**config.mk**
```make
export PLATFORM = sky130hd
export DESIGN_NAME = dmi_core_responder
export DESIGN_NICKNAME = d
export VERILOG_FILES = /design/src/rtl/dmi_core_responder.sv
export SDC_FILE = /design/constraint.sdc
export NUM_CORES = 1
export LEC_CHECK = 0
export ABC_AREA = 1
export CORE_ASPECT_RATIO = 1.1
export CORE_MARGIN = 4
export CORE_UTILIZATION = 43
export CTS_CLUSTER_SIZE = 10
export DETAILED_ROUTE_END_ITERATION = 8
export GPL_ROUTABILITY_DRIVEN = 1
export GPL_TIMING_DRIVEN = 0
export PLACE_DENSITY = 0.81
export SLEW_MARGIN = 25
export SYNTH_ARGS = -nofsm -noshare
export SYNTH_HDL_FRONTEND = slang
export SYNTH_SLANG_ARGS = --single-unit
```
**constraint.sdc**
```tcl
create_clock -name clk -period 2.01 [get_ports clk]
set_clock_uncertainty 0.15 [all_clocks]
set_input_delay 0.402 -clock clk [delete_from_list [all_inputs] [get_ports clk]]
set_output_delay 0.402 -clock clk [all_outputs]
set_load 0.005 [all_outputs]
```
**src/rtl/dmi_core_responder.sv**
```systemverilog
// Core-side DMI responder: forwards synchronizer strobes to the debug module, returns data/status + toggle.
// Latency: reg_en N -> dm_req_valid N+1; dm_rsp_valid M -> rsp_*/rsp_toggle M+1; sticky-busy reply at N+1.
// Backpressure: dm_req_valid holds until dm_req_ready or timeout; strobes arriving while busy are dropped as overrun.
module dmi_core_responder #(
    parameter int TIMEOUT = 256,
    parameter int AW      = 7
) (
    input  logic          clk,
    input  logic          rst_n,
    input  logic          reg_en,
    input  logic          reg_wr_en,
    input  logic [AW-1:0] reg_addr,
    input  logic [31:0]   reg_wdata,
    input  logic          clr_err,
    output logic          dm_req_valid,
    input  logic          dm_req_ready,
    output logic          dm_req_write,
    output logic [AW-1:0] dm_req_addr,
    output logic [31:0]   dm_req_wdata,
    input  logic          dm_rsp_valid,
    input  logic [31:0]   dm_rsp_rdata,
    output logic [31:0]   rsp_rdata,
    output logic [1:0]    rsp_status,
    output logic          rsp_toggle,
    output logic          busy,
    output logic          err_sticky
);

    localparam int            CW      = $clog2(TIMEOUT);
    localparam logic [CW-1:0] CNT_MAX = CW'(TIMEOUT - 1);

    typedef enum logic [1:0] {
        S_IDLE = 2'd0,
        S_REQ  = 2'd1,
        S_WAIT = 2'd2
    } state_t;

    state_t        state;
    state_t        state_nxt;
    logic [CW-1:0] cnt;
    logic          accept;
    logic          sticky_busy;
    logic          overrun;
    logic          expired;
    logic          done_ok;
    logic          done_to;

    always_comb begin
        accept      = 1'b0;
        sticky_busy = 1'b0;
        overrun     = 1'b0;
        done_ok     = 1'b0;
        done_to     = 1'b0;
        expired     = (cnt == CNT_MAX);
        state_nxt   = state;
        case (state)
            S_IDLE: begin
                if (reg_en && !err_sticky) begin
                    accept    = 1'b1;
                    state_nxt = S_REQ;
                end else if (reg_en) begin
                    sticky_busy = 1'b1;
                end
            end
            S_REQ: begin
                overrun = reg_en;
                // A handshake in the expiry cycle wins; the saturated count then expires WAIT next cycle.
                if (dm_req_ready) begin
                    state_nxt = S_WAIT;
                end else if (expired) begin
                    done_to   = 1'b1;
                    state_nxt = S_IDLE;
                end
            end
            S_WAIT: begin
                overrun = reg_en;
                if (dm_rsp_valid) begin
                    done_ok   = 1'b1;
                    state_nxt = S_IDLE;
                end else if (expired) begin
                    done_to   = 1'b1;
                    state_nxt = S_IDLE;
                end
            end
            default: begin
                state_nxt = S_IDLE;
            end
        endcase
    end

    always_ff @(posedge clk or negedge rst_n) begin
        if (!rst_n) begin
            state        <= S_IDLE;
            busy         <= 1'b0;
            dm_req_valid <= 1'b0;
            cnt          <= '0;
        end else begin
            state        <= state_nxt;
            busy         <= (state_nxt != S_IDLE);
            dm_req_valid <= (state_nxt == S_REQ);
            if (accept) begin
                cnt <= '0;
            end else if (state != S_IDLE && !expired) begin
                cnt <= cnt + CW'(1);
            end
        end
    end

    always_ff @(posedge clk or negedge rst_n) begin
        if (!rst_n) begin
            dm_req_write <= 1'b0;
            dm_req_addr  <= '0;
            dm_req_wdata <= '0;
        end else if (accept) begin
            dm_req_write <= reg_wr_en;
            dm_req_addr  <= reg_addr;
            dm_req_wdata <= reg_wdata;
        end
    end

    always_ff @(posedge clk or negedge rst_n) begin
        if (!rst_n) begin
            rsp_rdata  <= '0;
            rsp_status <= 2'd0;
            rsp_toggle <= 1'b0;
        end else if (done_ok) begin
            rsp_status <= 2'd0;
            rsp_toggle <= ~rsp_toggle;
            if (!dm_req_write) begin
                rsp_rdata <= dm_rsp_rdata;
            end
        end else if (done_to) begin
            rsp_status <= 2'd2;
            rsp_toggle <= ~rsp_toggle;
        end else if (sticky_busy) begin
            rsp_status <= 2'd3;
            rsp_toggle <= ~rsp_toggle;
        end
    end

    always_ff @(posedge clk or negedge rst_n) begin
        if (!rst_n) begin
            err_sticky <= 1'b0;
        end else if (overrun) begin
            err_sticky <= 1'b1;
        end else if (clr_err) begin
            err_sticky <= 1'b0;
        end
    end

endmodule

```
[After elaboration in Yosys (flattened, before gate mapping)]
Cells that the tools add are included.
Storage, ports and cells
  register bits: 88
  latch bits: 0
  memory bits (writable): 0
  memory bits (read-only): 0
  input bits: 78
  word-level logic and storage cells: 57
  memories: 0
Cells by class
  add/sub/neg operators: 1
  multipliers: 0
  div/mod/pow operators: 0
  order comparisons: 0
  equality and inequality tests: 4
  shift-type cells: 0
  multiplexer cells: 27
  bitwise logic cells: 2
  reduce and logical (&&, ||, !) cells: 12
Operators by type and width (number)
  1-bit 2-to-1 mux: 16
  8-bit 2-to-1 mux: 2
  2-bit 2-to-1 mux: 7
  8-bit by 1-bit adder with 8-bit output (second input constant): 1
  8-bit equality test (second input constant): 1
  2-bit nonzero test: 4
  2-bit one-hot mux with 3 select lines: 1
  2-bit by 1-bit equality test with 1-bit output (second input constant): 2
  3-bit nonzero test: 1
  2-bit equality test (second input constant): 1
  1-bit logical AND: 2
  1-bit logical NOT: 2
  2-bit logical NOT: 1
  1-bit NOT: 2
  1-bit one-hot mux with 2 select lines: 1
  2-bit AND reduction: 1
  2-bit OR reduction: 1

[Logic depth before layout (Yosys ltp)]
  word-level depth: 7
  depth in mapped cells: 10
  mapped depth without buffers: 10

[Worst setup path after synthesis]
OpenSTA, ideal clock, no wires.
  path type: reg-to-reg
  start point: register state[0]
  end point: register rsp_rdata[10]
  arrival time: 1.490 ns
  data required time: 1.735 ns
  setup slack: 0.244 ns
  stages on the path, launching flop included: 8
  buffers on the path: 2
  period minus slack after synthesis: 1.766 ns
  cells stage by stage: dfrtp_1 -> inv_1 -> ha_1 -> nand2_2 -> or2_1 -> buf_6 -> buf_12 -> mux2_4
On the way
  word-level cells in the longest chain between the ends: 3
Ends and longest elaborated chain
  start, declared: line 38  | state_t state;
  start signal, assigned: line 98  | state <= state_nxt;
  2-bit equality test: line 56  | case (state)
  1-bit 2-to-1 mux: line 56
  2-bit AND reduction (no source line)
  end signal, assigned: line 130  | rsp_rdata <= dm_rsp_rdata;
  end, declared: line 22  | output logic [31:0] rsp_rdata,
Every way passes these cells.
A chain may end at the register's enable or synchronous reset.

[Worst setup path in the final report]
  start point: register state[0]
  end point: register rsp_rdata[6]
Same word-level chain as after synthesis.

==> impl_metrics.py <==
metrics = {
    "finish": {
        "post-route-util_pct": 67.4,
        "fin_cells": 638,
        "design_area_mm2": 0.00567,
        "num_antenna_cells": 0,
        "area_growth_pct": 52.6,
        "drive_gt1_share_pct": 13.1,
        "nets": 605,
    },
    "clocking": {
        "htreeDepth": 3,
        "clkLatencyLatePin_ns": 0.35,
        "numCtsBuffers": 9,
        "cts_setup_buffers": 0,
        "clock_path_buffers": 2,
        "path_clk_slew_ns": 0.09,
        "tritoncts": "done",
        "cts_sinks": 88,
        "root_buffer": "clkbuf_8",
    },
    "timing": {
        "maxSlewViolCount": 0,
        "slew_headroom_pct": 75.8,
        "final-hold-violation-count": 0,
        "rsz0062_at_grt": "false",
        "max_freq_mhz": 527,
        "fin_crit_ns": 1.90,
        "finalSetupViolCount": 0,
        "worstMarginPinSlew_ns": 0.363,
        "fin_crit_sh_pct": 94.4,
        "timing.hold.ws_ns": 0.285,
    },
    "run_status": {
        "status": "complete, no violations",
    },
    "place": {
        "place_inst": 621,
        "gp_congestion": 0.847,
        "place_hpwl_um": 6880,
        "port_buffers": 155,
        "dpl-instance-area_mm2": 0.00543,
    },
    "logic_synthesis": {
        "synth.yosys.warnings": 0,
        "syn_inst": 354,
        "ys_ff_latch": 88,
        "ys_seq_area_share_pct": 59.3,
        "synth_area_mm2": 0.00371,
        "netlist-cell-type-count": 23,
        "syn_nets": 437,
        "avgSynthCellArea_um2": 10.5,
    },
    "worst_setup_path": {
        "critPathLaunchType": "register",
        "required_ns": 2.09,
        "worst_setup_path_end_kind": "register",
        "cp.arrival_ns": 1.98,
        "worstSetupPathType": "reg -> reg",
        "worstPathMaxFanout": 10,
    },
    "power": {
        "total_power_mw": 7.86,
        "ir_drop_uv": 659,
        "p_leak_nw": 2.81,
        "power_density_mw_per_mm2": 1390,
    },
    "drt": {
        "drc": 0,
        "drtPass1Iterations": 5,
        "viasPerCell": 4.74,
        "initialDrtViolationCount": 98,
        "num_vias": 3022,
        "postRouteAntennaNets": 0,
        "wirelength_um": 9120,
        "wire_per_inst_um": 14.3,
    },
    "job": {
        "drv_cap": 0,
    },
    "floorplan": {
        "dieArea_mm2": 0.0102,
        "die_w_um": 96.6,
        "core_mm2": 0.00841,
        "start_util_pct": 44.2,
        "num_rows": 35,
        "die_h_um": 105,
        "io_pins": 156,
    },
    "global_routing": {
        "groute.usage.overall_pct": 18.2,
        "grt_pass1_vias": 3130,
        "antenna_found_initial": 0,
        "grt_pass1_wl_um": 15000,
        "grt-ovfl-total": 0,
        "grt_max_degree": 76,
    },
    "hold_path": {
        "hp-class": "in -> async",
    },
}
-- through the flow --
step,TNS [ns],worst slack (ns)
2_1_floorplan,0,0.244
3_3_place_gp,-247.22,-2.74
3_5_place_dp,-6.35,-0.162
4_1_cts,0,0.000675
5_1_grt,0,0.0220
6_report,0,0.112
-- kinds of logic after synthesis --
kind of cell | Yosys count | synth area share (%)
adders and majority gates | 5 | 1.68
xor gates and xnor gates | 1 | 0.236
AOI/OAI and AO/OA | 11 | 1.55
DFF | 88 | 59.3
buffers and inverters | 32 | 4.78
muxes | 32 | 12.7
and+or+nand+nor | 185 | 19.7
-- per-layer routing --
layer | share of wire, % | GRT usage, % | vias to the layer above
li1 | - | - | 1450
met1 | 41 | 22.0 | 1437
met2 | 50 | 31.0 | 120
met3 | 7.0 | 5.23 | 15
met4 | 1.8 | 6.32 | 0
met5 | 0 | 0 | -
-- where the power goes --
group	internal [mW]	total, mW	switching [mW]
Sequential	2.58	3.05	0.466
Clock	0.620	1.25	0.627
Combinational	2.24	3.56	1.32
Total	5.44	7.86	2.41
-- cells in the final DEF (no fill, tap or decap) --
cell	instances
or2_1	1
buf_2	2
clkbuf_8	10
inv_2	1
clkdlybuf4s50_1	154
nand3_1	12
nand2_1	155
or2_2	1
mux2_2	2
clkbuf_2	6
nand2_2	3
clkbuf_4	1
nand4_1	4
clkinvlp_4	2
nor2_2	1
buf_6	2
dfrtp_1	88
clkinv_4	1
buf_12	3
inv_1	18
xnor2_1	1
ha_1	4
clkbuf_1	1
a21o_1	1
ha_2	1
buf_16	1
dlygate4sd3_1	1
o21ai_0	8
inv_8	1
mux2_4	30
bufinv_16	1
a21oi_1	2
nor2_1	8
-- sequential cells by signal, summed over array words and instances (netlist names) --
register      count
rsp_rdata        32
dm_req_addr       7
cnt               8
dm_req_wdata     32
busy              1
rsp_status        2
dm_req_write      1
dm_req_valid      1
rsp_toggle        1
state             2
err_sticky        1
-- synth_stat cells --
cell,n,area [um^2]
clkbuf_1,4,15.0
nand4_1,4,25.0
buf_1,4,15.0
nand3_1,12,60.1
or2_1,1,6.26
nor2_2,1,6.26
or2_2,1,6.26
inv_2,1,3.75
mux2_4,30,450
ha_1,5,62.6
buf_6,1,11.3
buf_2,1,5.00
o21ai_0,8,40.0
mux2_2,2,22.5
nand2_2,2,12.5
inv_1,18,67.6
a21oi_1,2,10.0
buf_12,3,60.1
xnor2_1,1,8.76
dfrtp_1,88,2200
a21o_1,1,7.51
nor2_1,8,30.0
nand2_1,156,586
-- worst paths after layout --
check / start / cells past startpoint / slack (ns) / endpoint
min in group clk: dm_req_wdata[0] / 2 / 0.33 / dm_req_wdata[0]
worst min register to register: dm_req_wdata[0] / 2 / 0.33 / dm_req_wdata[0]
worst max-delay path: state[0] / 7 / 0.11 / rsp_rdata[6]
worst min-delay path: rst_n / 2 / 0.28 / rsp_rdata[11]
max in group asynchronous: rst_n / 3 / 0.83 / dm_req_wdata[12]
worst max register to register: state[0] / 7 / 0.11 / rsp_rdata[6]
-- area by class of cell --
type                    instances  area [um^2]
fillers                       657         2740
well taps                     111          139
clock inverters                 5         65.1
repair buffers                157         1590
flip-flops and latches         88         2200
plain buffers                  13          119
clock buffers                  11          141
inverters                      19         71.3
multi-input cells             234         1340
-- timing repair --
| item | in CTS | in global routing |
|---|---|---|
| pin swaps | 0 | 0 |
| resized for setup | 3 | 11 |
| hold buffers | 1 | 0 |
| endpoints found under the setup margin | 20 | 37 |
| hold endpoints to repair | 13 | 0 |
-- worst max-delay path, stage by stage, from the launching register on --
cell and delay, ns:
dfrtp_1 0.41, inv_1 0.12, ha_1 0.19, nand2_2 0.09
or2_1 0.23, buf_6 0.15, buf_12 0.15, mux2_4 0.29
Note: power is estimated with default switching activity, not from simulation.
